[config.mk]
export PLATFORM = sky130hd
export DESIGN_NAME = alu_arbiter
export DESIGN_NICKNAME = d
export VERILOG_FILES = /design/src/rtl/alu_arbiter_pkg.sv /design/src/rtl/alu_arbiter_alu.sv /design/src/rtl/alu_arbiter.sv
export SDC_FILE = /design/constraint.sdc
export NUM_CORES = 1
export LEC_CHECK = 0
export ABC_AREA = 0
export BUFFER_PORTS_ARGS = -buffer_cell sky130_fd_sc_hd__buf_2
export CAP_MARGIN = 20
export CELL_PAD_IN_SITES_DETAIL_PLACEMENT = 1
export CELL_PAD_IN_SITES_GLOBAL_PLACEMENT = 1
export CORE_MARGIN = 2
export CORE_UTILIZATION = 32
export DETAILED_ROUTE_END_ITERATION = 8
export PLACE_DENSITY = 0.63
export SLEW_MARGIN = 10
export SYNTH_ARGS = -nofsm -noshare
export SYNTH_HDL_FRONTEND = slang
export SYNTH_HIERARCHICAL = 1
export SYNTH_SLANG_ARGS = --single-unit
export TNS_END_PERCENT = 5
[constraint.sdc]
create_clock -name clk -period 5.6 [get_ports clk]
set_input_delay 1.12 -clock clk [delete_from_list [all_inputs] [get_ports clk]]
set_output_delay 1.12 -clock clk [all_outputs]
set_load 0.01 [all_outputs]
[src/rtl/alu_arbiter_pkg.sv]
// Shared processor definitions: opcode map, ALU function decode and the
// response-register state type used by the arbiter.
package alu_arbiter_pkg;

  localparam int unsigned DATA_W = 32;
  localparam int unsigned OPC_W  = 7;
  localparam int unsigned CNT_W  = 16;

  localparam logic [6:0] OPC_ADD    = 7'd1;
  localparam logic [6:0] OPC_SLT    = 7'd2;
  localparam logic [6:0] OPC_SLTU   = 7'd3;
  localparam logic [6:0] OPC_XOR    = 7'd4;
  localparam logic [6:0] OPC_OR     = 7'd5;
  localparam logic [6:0] OPC_AND    = 7'd6;
  localparam logic [6:0] OPC_SLL    = 7'd7;
  localparam logic [6:0] OPC_SRL    = 7'd8;
  localparam logic [6:0] OPC_SRA    = 7'd9;
  localparam logic [6:0] OPC_ADD_A  = 7'd10;
  localparam logic [6:0] OPC_SUB    = 7'd11;
  localparam logic [6:0] OPC_SLL_A  = 7'd12;
  localparam logic [6:0] OPC_SLT_A  = 7'd13;
  localparam logic [6:0] OPC_SLTU_A = 7'd14;
  localparam logic [6:0] OPC_XOR_A  = 7'd15;
  localparam logic [6:0] OPC_SRL_A  = 7'd16;
  localparam logic [6:0] OPC_SRA_A  = 7'd17;
  localparam logic [6:0] OPC_OR_A   = 7'd18;
  localparam logic [6:0] OPC_AND_A  = 7'd19;
  localparam logic [6:0] OPC_EQ     = 7'd20;
  localparam logic [6:0] OPC_NE     = 7'd21;
  localparam logic [6:0] OPC_LT     = 7'd22;
  localparam logic [6:0] OPC_GE     = 7'd23;
  localparam logic [6:0] OPC_LTU    = 7'd24;
  localparam logic [6:0] OPC_GEU    = 7'd25;
  localparam logic [6:0] OPC_ADD_B  = 7'd28;
  localparam logic [6:0] OPC_ADD_C  = 7'd33;

  typedef enum logic [3:0] {
    FN_NONE = 4'd0,
    FN_ADD  = 4'd1,
    FN_SUB  = 4'd2,
    FN_SLT  = 4'd3,
    FN_SLTU = 4'd4,
    FN_XOR  = 4'd5,
    FN_OR   = 4'd6,
    FN_AND  = 4'd7,
    FN_SLL  = 4'd8,
    FN_SRL  = 4'd9,
    FN_SRA  = 4'd10,
    FN_EQ   = 4'd11,
    FN_NE   = 4'd12,
    FN_GE   = 4'd13,
    FN_GEU  = 4'd14
  } alu_fn_e;

  typedef struct packed {
    alu_fn_e fn;
    logic    legal;
  } alu_dec_t;

  typedef enum logic {
    RSP_EMPTY = 1'b0,
    RSP_FULL  = 1'b1
  } rsp_state_e;

  // Several opcodes alias the same function; anything unlisted is illegal.
  function automatic alu_dec_t decode_op(input logic [6:0] opcode);
    alu_dec_t d;
    d.legal = 1'b1;
    case (opcode)
      OPC_ADD, OPC_ADD_A, OPC_ADD_B, OPC_ADD_C: d.fn = FN_ADD;
      OPC_SUB:                                  d.fn = FN_SUB;
      OPC_SLT, OPC_SLT_A, OPC_LT:               d.fn = FN_SLT;
      OPC_SLTU, OPC_SLTU_A, OPC_LTU:            d.fn = FN_SLTU;
      OPC_XOR, OPC_XOR_A:                       d.fn = FN_XOR;
      OPC_OR, OPC_OR_A:                         d.fn = FN_OR;
      OPC_AND, OPC_AND_A:                       d.fn = FN_AND;
      OPC_SLL, OPC_SLL_A:                       d.fn = FN_SLL;
      OPC_SRL, OPC_SRL_A:                       d.fn = FN_SRL;
      OPC_SRA, OPC_SRA_A:                       d.fn = FN_SRA;
      OPC_EQ:                                   d.fn = FN_EQ;
      OPC_NE:                                   d.fn = FN_NE;
      OPC_GE:                                   d.fn = FN_GE;
      OPC_GEU:                                  d.fn = FN_GEU;
      default: begin
        d.fn    = FN_NONE;
        d.legal = 1'b0;
      end
    endcase
    return d;
  endfunction

endpackage

[src/rtl/alu_arbiter_alu.sv]
// Combinational 32-bit ALU; illegal opcodes yield a zero result with err set.
module alu_arbiter_alu
  import alu_arbiter_pkg::*;
(
  input  logic [31:0] op1,
  input  logic [31:0] op2,
  input  logic [6:0]  opcode,
  output logic [31:0] result,
  output logic        err
);

  alu_dec_t   dec_s;
  logic [4:0] shamt_s;

  assign dec_s   = decode_op(opcode);
  assign shamt_s = op2[4:0];

  // Function select; compare results are zero-extended single bits.
  always_comb begin
    result = 32'd0;
    err    = ~dec_s.legal;
    case (dec_s.fn)
      FN_ADD:  result = op1 + op2;
      FN_SUB:  result = op1 - op2;
      FN_SLT:  result = {31'd0, ($signed(op1) < $signed(op2))};
      FN_SLTU: result = {31'd0, (op1 < op2)};
      FN_XOR:  result = op1 ^ op2;
      FN_OR:   result = op1 | op2;
      FN_AND:  result = op1 & op2;
      FN_SLL:  result = op1 << shamt_s;
      FN_SRL:  result = op1 >> shamt_s;
      FN_SRA:  result = $unsigned($signed(op1) >>> shamt_s);
      FN_EQ:   result = {31'd0, (op1 == op2)};
      FN_NE:   result = {31'd0, (op1 != op2)};
      FN_GE:   result = {31'd0, ($signed(op1) >= $signed(op2))};
      FN_GEU:  result = {31'd0, (op1 >= op2)};
      default: result = 32'd0;
    endcase
  end

endmodule

[src/rtl/alu_arbiter.sv]
// Two-requester round-robin front end to one shared ALU, with a one-entry
// registered response slot and per-requester accept counters.
module alu_arbiter
  import alu_arbiter_pkg::*;
#(
  parameter int TAG_W = 4
) (
  input  logic             clk,
  input  logic             rst_n,
  input  logic             req0_valid,
  output logic             req0_ready,
  input  logic [31:0]      req0_op1,
  input  logic [31:0]      req0_op2,
  input  logic [6:0]       req0_opcode,
  input  logic [TAG_W-1:0] req0_tag,
  input  logic             req1_valid,
  output logic             req1_ready,
  input  logic [31:0]      req1_op1,
  input  logic [31:0]      req1_op2,
  input  logic [6:0]       req1_opcode,
  input  logic [TAG_W-1:0] req1_tag,
  output logic             rsp_valid,
  input  logic             rsp_ready,
  output logic [31:0]      rsp_result,
  output logic             rsp_src,
  output logic [TAG_W-1:0] rsp_tag,
  output logic             rsp_err,
  output logic [15:0]      cnt0,
  output logic [15:0]      cnt1
);

  rsp_state_e       state_r, next_state_s;
  logic             prio_r;
  logic             grant_s;
  logic             accept_s;
  logic             xfer_s;
  logic [31:0]      alu_op1_s;
  logic [31:0]      alu_op2_s;
  logic [6:0]       alu_opcode_s;
  logic [TAG_W-1:0] win_tag_s;
  logic [31:0]      alu_result_s;
  logic             alu_err_s;
  logic [31:0]      rsp_result_r;
  logic             rsp_src_r;
  logic [TAG_W-1:0] rsp_tag_r;
  logic             rsp_err_r;
  logic [15:0]      cnt0_r;
  logic [15:0]      cnt1_r;

  // Grant selection, handshake and operand steering for the winner.
  // prio_r names the requester that wins a tie.
  always_comb begin
    grant_s = 1'b0;
    if (req0_valid && req1_valid) begin
      grant_s = prio_r;
    end else if (req1_valid) begin
      grant_s = 1'b1;
    end else begin
      grant_s = 1'b0;
    end

    accept_s   = rst_n & ((state_r == RSP_EMPTY) | rsp_ready);
    xfer_s     = accept_s & (req0_valid | req1_valid);
    req0_ready = xfer_s & ~grant_s;
    req1_ready = xfer_s & grant_s;

    if (grant_s) begin
      alu_op1_s    = req1_op1;
      alu_op2_s    = req1_op2;
      alu_opcode_s = req1_opcode;
      win_tag_s    = req1_tag;
    end else begin
      alu_op1_s    = req0_op1;
      alu_op2_s    = req0_op2;
      alu_opcode_s = req0_opcode;
      win_tag_s    = req0_tag;
    end
  end

  alu_arbiter_alu u_alu (
    .op1    (alu_op1_s),
    .op2    (alu_op2_s),
    .opcode (alu_opcode_s),
    .result (alu_result_s),
    .err    (alu_err_s)
  );

  // Response slot next-state: a new accept always refills the slot.
  always_comb begin
    next_state_s = state_r;
    case (state_r)
      RSP_EMPTY: begin
        if (xfer_s) next_state_s = RSP_FULL;
        else        next_state_s = RSP_EMPTY;
      end
      RSP_FULL: begin
        if (xfer_s)         next_state_s = RSP_FULL;
        else if (rsp_ready) next_state_s = RSP_EMPTY;
        else                next_state_s = RSP_FULL;
      end
      default: next_state_s = RSP_EMPTY;
    endcase
  end

  // State register and round-robin pointer.
  always_ff @(posedge clk or negedge rst_n) begin
    if (!rst_n) begin
      state_r <= RSP_EMPTY;
      prio_r  <= 1'b0;
    end else begin
      state_r <= next_state_s;
      if (xfer_s) prio_r <= ~grant_s;
    end
  end

  // Response payload, captured only on an accepted transfer so it holds under backpressure.
  always_ff @(posedge clk or negedge rst_n) begin
    if (!rst_n) begin
      rsp_result_r <= 32'd0;
      rsp_src_r    <= 1'b0;
      rsp_tag_r    <= '0;
      rsp_err_r    <= 1'b0;
    end else if (xfer_s) begin
      rsp_result_r <= alu_result_s;
      rsp_src_r    <= grant_s;
      rsp_tag_r    <= win_tag_s;
      rsp_err_r    <= alu_err_s;
    end
  end

  // Per-requester accept counters, free-running with natural wrap.
  always_ff @(posedge clk or negedge rst_n) begin
    if (!rst_n) begin
      cnt0_r <= 16'd0;
      cnt1_r <= 16'd0;
    end else begin
      if (req0_valid && req0_ready) cnt0_r <= cnt0_r + 16'd1;
      if (req1_valid && req1_ready) cnt1_r <= cnt1_r + 16'd1;
    end
  end

  assign rsp_valid  = (state_r == RSP_FULL);
  assign rsp_result = rsp_result_r;
  assign rsp_src    = rsp_src_r;
  assign rsp_tag    = rsp_tag_r;
  assign rsp_err    = rsp_err_r;
  assign cnt0       = cnt0_r;
  assign cnt1       = cnt1_r;

endmodule

==> impl_results.md <==
- First-pass GRT wire length: 101 mm
- Top FF cell, synth: dfrtp_1
- Rows: 75
- Largest family of logic cells by synthesized area: compound AO/OA/AOI/OAI gates
- Layout cells sized above 1: roughly a quarter
- Fin Hold WS: between 0.4 and 0.5 ns
- Post-Syn Instances: about 1.8k
- Seq cells post-synth: 72
- Post-CTS Setup Bufs: 0
- Setup Skew: ~0.0065 ns
- Switching share of total power: between 40% and 50%
- Min-delay src: cnt0[15]
- Min Tclk post-route: 5.44 ns
- Reg2reg setup slack: about 0.55 ns
- Slew Limit Headroom: 41.9%
- Post-synthesis cell type count: 87
- First DRT Iteration DRCs: between 1k and 1.5k
- Pint: 0.00200 W
- Compound-gate portion of the synthesized area: around 28%
- # resized after CTS: 0
- Diode count: 0
- XOR/XNOR Fraction of Synth Area: under 10%
- Largest net degree at the start of global routing: between 60 and 70
- Clock latency on the worst-skew pair: 0.34 ns
- H-tree depth: 3
- PD cells: approximately 240 nW/um^2
- Avg Cell Area, Syn: 7.37 sq um
- CTS sink count: 72
- Initial antenna violation count: 1
- DIE AREA: 44,000 sq um
- CORE AREA: approximately 42,000 sq um
- Combinational power share: 65.0%
- Leakage: 7.54 nW
- Final ANT Viol Nets: 0
- Worst r2r src: prio_r
- Worst R2R End: rsp_result[0]
- Tcrit/Tclk final: 97.1%
- HP Class: reg -> reg
- Dpl cell area: 16,000 sq um
- WP data arrival: about 5.7 ns
- Share of power burned in the clock network: between 10% and 20%
- Filler cells: between 5k and 6k
- Crit path max fanout: 12
- Hold-fix buffers, CTS: 0
- Area share of fa/ha/maj cells after synthesis: around a tenth
- Top cells by area, synth: dfrtp_1, ha_1, mux2_2, nand2_1, a21oi_1
- Actual slew at the worst max-slew pin: a little under 0.9 ns
- Die width: about 210 um
- Post-Synthesis Net Count: approximately 2.1k
- Worst Hold Depth: 1
- Worst Setup End Kind: register
- Vias in the first global route: approximately 16k
- Wirelength per Cell: between 20 and 30 um
- Max clock buf depth: 2
- Layout area overhead: 20.7%
- CTS clock-pin slew for the worst setup and hold paths: 0.06 ns
- WP data required: between 5 and 6 ns
- Asr flop ratio synth: between 90% and 100%
- Initial core utilization: about 32%
- Final HPWL DP: 54.8 mm
- Max cap viols: 0
- WHS Endpoint: cnt0[15]
- Total track usage: a little under a third
- Switch Pwr: 0.00188 W
- Via density: between 6 and 7
- Mapped cell area: between 10,000 and 15,000 sq um
- Post-Synth Simple-Gate Area: 21.9%
- RSZ-0062 raised after global routing: no
- Fin nets: ~2.3k
- DRT Wirelength: 67.4 mm
- Synth Warn #: 6
- Mux cell area share after synthesis: between 15 and 20%
- First-pass DRT Iterations: 8
- TritonCTS clock tree: done
- Startpoint Class: input port
- Worst vdd ir: 140 uV
- Root Driver: clkbuf_16
- WS Path Type: in -> reg
- Sequential share of the synthesized area: about an eighth
- Residual DRC: 0
- Post-synth top area cell: dfrtp_1
- Final setup fails: 0
- Total grt overflow: 0
- Post-route cell area: about 16,000 sq um
- Outcome: complete, no violations
- Final hold vios: 0
- Ports: 228
- Vias: ~16k
- Reg2Reg Depth: 20
- Number of synthesized flops with an enable pin: 0
- Final Wtd Congestion: 0.987
- Pins over their slew limit: 0
- Register share of total power: 18.2%
- Top cell type's share of synthesized area: about an eighth
- Port bufs: approximately 230
- TritonCTS Buffers: 9
- Fmax: about 180 MHz
- Chip height: ~210 um
==> layout make-up <==
class / count / area [sq um] / share of cell area [%]
multi-input combinational: 1515 / 10800 / 66.1
timing repair buffer: 370 / 2300 / 14.1
sequential: 72 / 1800 / 11.0
tap: 539 / 674 / 4.13
inverter: 111 / 417 / 2.55
clock buffer: 12 / 267 / 1.63
clock inverter: 4 / 75.1 / 0.459
==> power by group through the flow <==
stage	Combinational [W]	Clock, W	Sequential [W]
2_1_floorplan	0.00147	0	0.000749
3_3_place_gp	0.00245	0	0.000715
3_5_place_dp	0.00248	0	0.000716
4_1_cts	0.00249	0.000670	0.000708
5_1_grt	0.00272	0.000692	0.000722
6_report	0.00253	0.000655	0.000705
==> placed cells by master (no fill, tap or decap), types with 15 or more instances in the layout <==
cell type | Yosys | routed
nor3_1 | 36 | 35
a221o_1 | 18 | 18
nor2b_1 | 20 | 20
ha_1 | 101 | 101
xor2_1 | 15 | 15
xnor2_1 | 21 | 21
o22ai_1 | 16 | 16
nand2b_1 | 16 | 16
a211oi_1 | 40 | 39
a21o_1 | 15 | 15
nand4_1 | 21 | 21
o31ai_1 | 16 | 15
a31oi_1 | 16 | 16
buf_4 | 0 | 137
o211ai_1 | 18 | 18
a22oi_1 | 23 | 23
mux2i_1 | 50 | 50
mux2_2 | 98 | 96
mux4_2 | 32 | 32
nand2_1 | 250 | 249
dfrtp_1 | 72 | 72
buf_2 | 19 | 226
nor4_1 | 19 | 19
nor2_1 | 154 | 154
o21ai_0 | 107 | 107
inv_1 | 107 | 107
a21oi_1 | 154 | 153
o221ai_1 | 15 | 15
a221oi_1 | 21 | 21
nand3_1 | 25 | 25
==> metrics by stage <==
stage	TNS (ns)	utilization, %	total power [W]	setup WS (ns)	std cells
final	0	39.1	0.00389	0.164	2623
after global routing	0	39.1	0.00413	0.00985	2623
after detailed placement	-0.229	38.2	0.00319	-0.229	2607
after floorplan	0	-	0.00221	0.0608	1837
after global placement	-0.142	38.2	0.00316	-0.142	2607
after CTS	0	39.0	0.00387	0.128	2623
==> Yosys cell counts, types with 18 or more instances <==
| cell type | instances |
|---|---|
| inv_1 | 107 |
| buf_1 | 22 |
| nor4_1 | 19 |
| a221oi_1 | 21 |
| mux2_2 | 98 |
| o21ai_0 | 107 |
| dfrtp_1 | 72 |
| xnor2_1 | 21 |
| nand4_1 | 21 |
| a221o_1 | 18 |
| nor2_1 | 154 |
| nand2_1 | 250 |
| mux4_2 | 32 |
| a21oi_1 | 154 |
| nor3_1 | 36 |
| clkbuf_1 | 94 |
| nand3_1 | 25 |
| nor2b_1 | 20 |
| buf_2 | 19 |
| ha_1 | 101 |
| a22oi_1 | 23 |
| o211ai_1 | 18 |
| a211oi_1 | 40 |
| mux2i_1 | 50 |
==> worst max-delay path by stage <==
stage          startpoint        endpoint  cells after the start
6_report       req0_valid   rsp_result[0]                     21
5_1_grt        req0_valid   rsp_result[0]                     20
4_1_cts        req0_valid   rsp_result[0]                     21
3_5_place_dp   req0_valid   rsp_result[0]                     21
3_3_place_gp   req0_valid   rsp_result[0]                     21
2_1_floorplan  req0_valid  rsp_result[21]                     19
==> worst max-delay path, stage by stage <==
cell and delay [ns]:
buf_2 0.13, nand2b_1 0.17, nand2_4 0.29, buf_12 0.19
buf_4 0.15, mux2_2 0.41, inv_1 0.11, ha_1 0.25
or4_1 0.57, or3_1 0.44, nor3_2 0.31, buf_4 0.19
nand2_1 0.07, xnor2_1 0.13, nand3_1 0.26, o2111ai_1 0.23
a21oi_1 0.24, buf_4 0.18, nand4_1 0.08, nand2_1 0.07
nand2_1 0.05
==> flip-flops by register name (all words and copies together), names as in the netlist <==
register	cells
rsp_err	1
cnt0	16
rsp_result	32
prio_r	1
rsp_src	1
cnt1	16
rsp_valid	1
rsp_tag	4
==> cell families (layout without fill, tap and decap cells) <==
group,count (synthesis),after routing
AO/OA/AOI/OAI,565,565
buffers and inverters,250,497
AND/OR/NAND/NOR,628,628
multiplexers,183,183
XOR/XNOR,36,36
adder cells (fa/ha/maj),103,103
flip-flops,72,72
==> per-layer routing <==
metal	part of all wire [%]	track usage (%)	wire length, um	vias to the layer above
li1	-	-	-	7265
met1	42	39.0	28500	7960
met2	47	50.6	31600	614
met3	5.8	3.70	3890	139
met4	5.1	13.2	3430	0
met5	0	0	0	-
No activity file was read; power rests on OpenSTA's default activity.
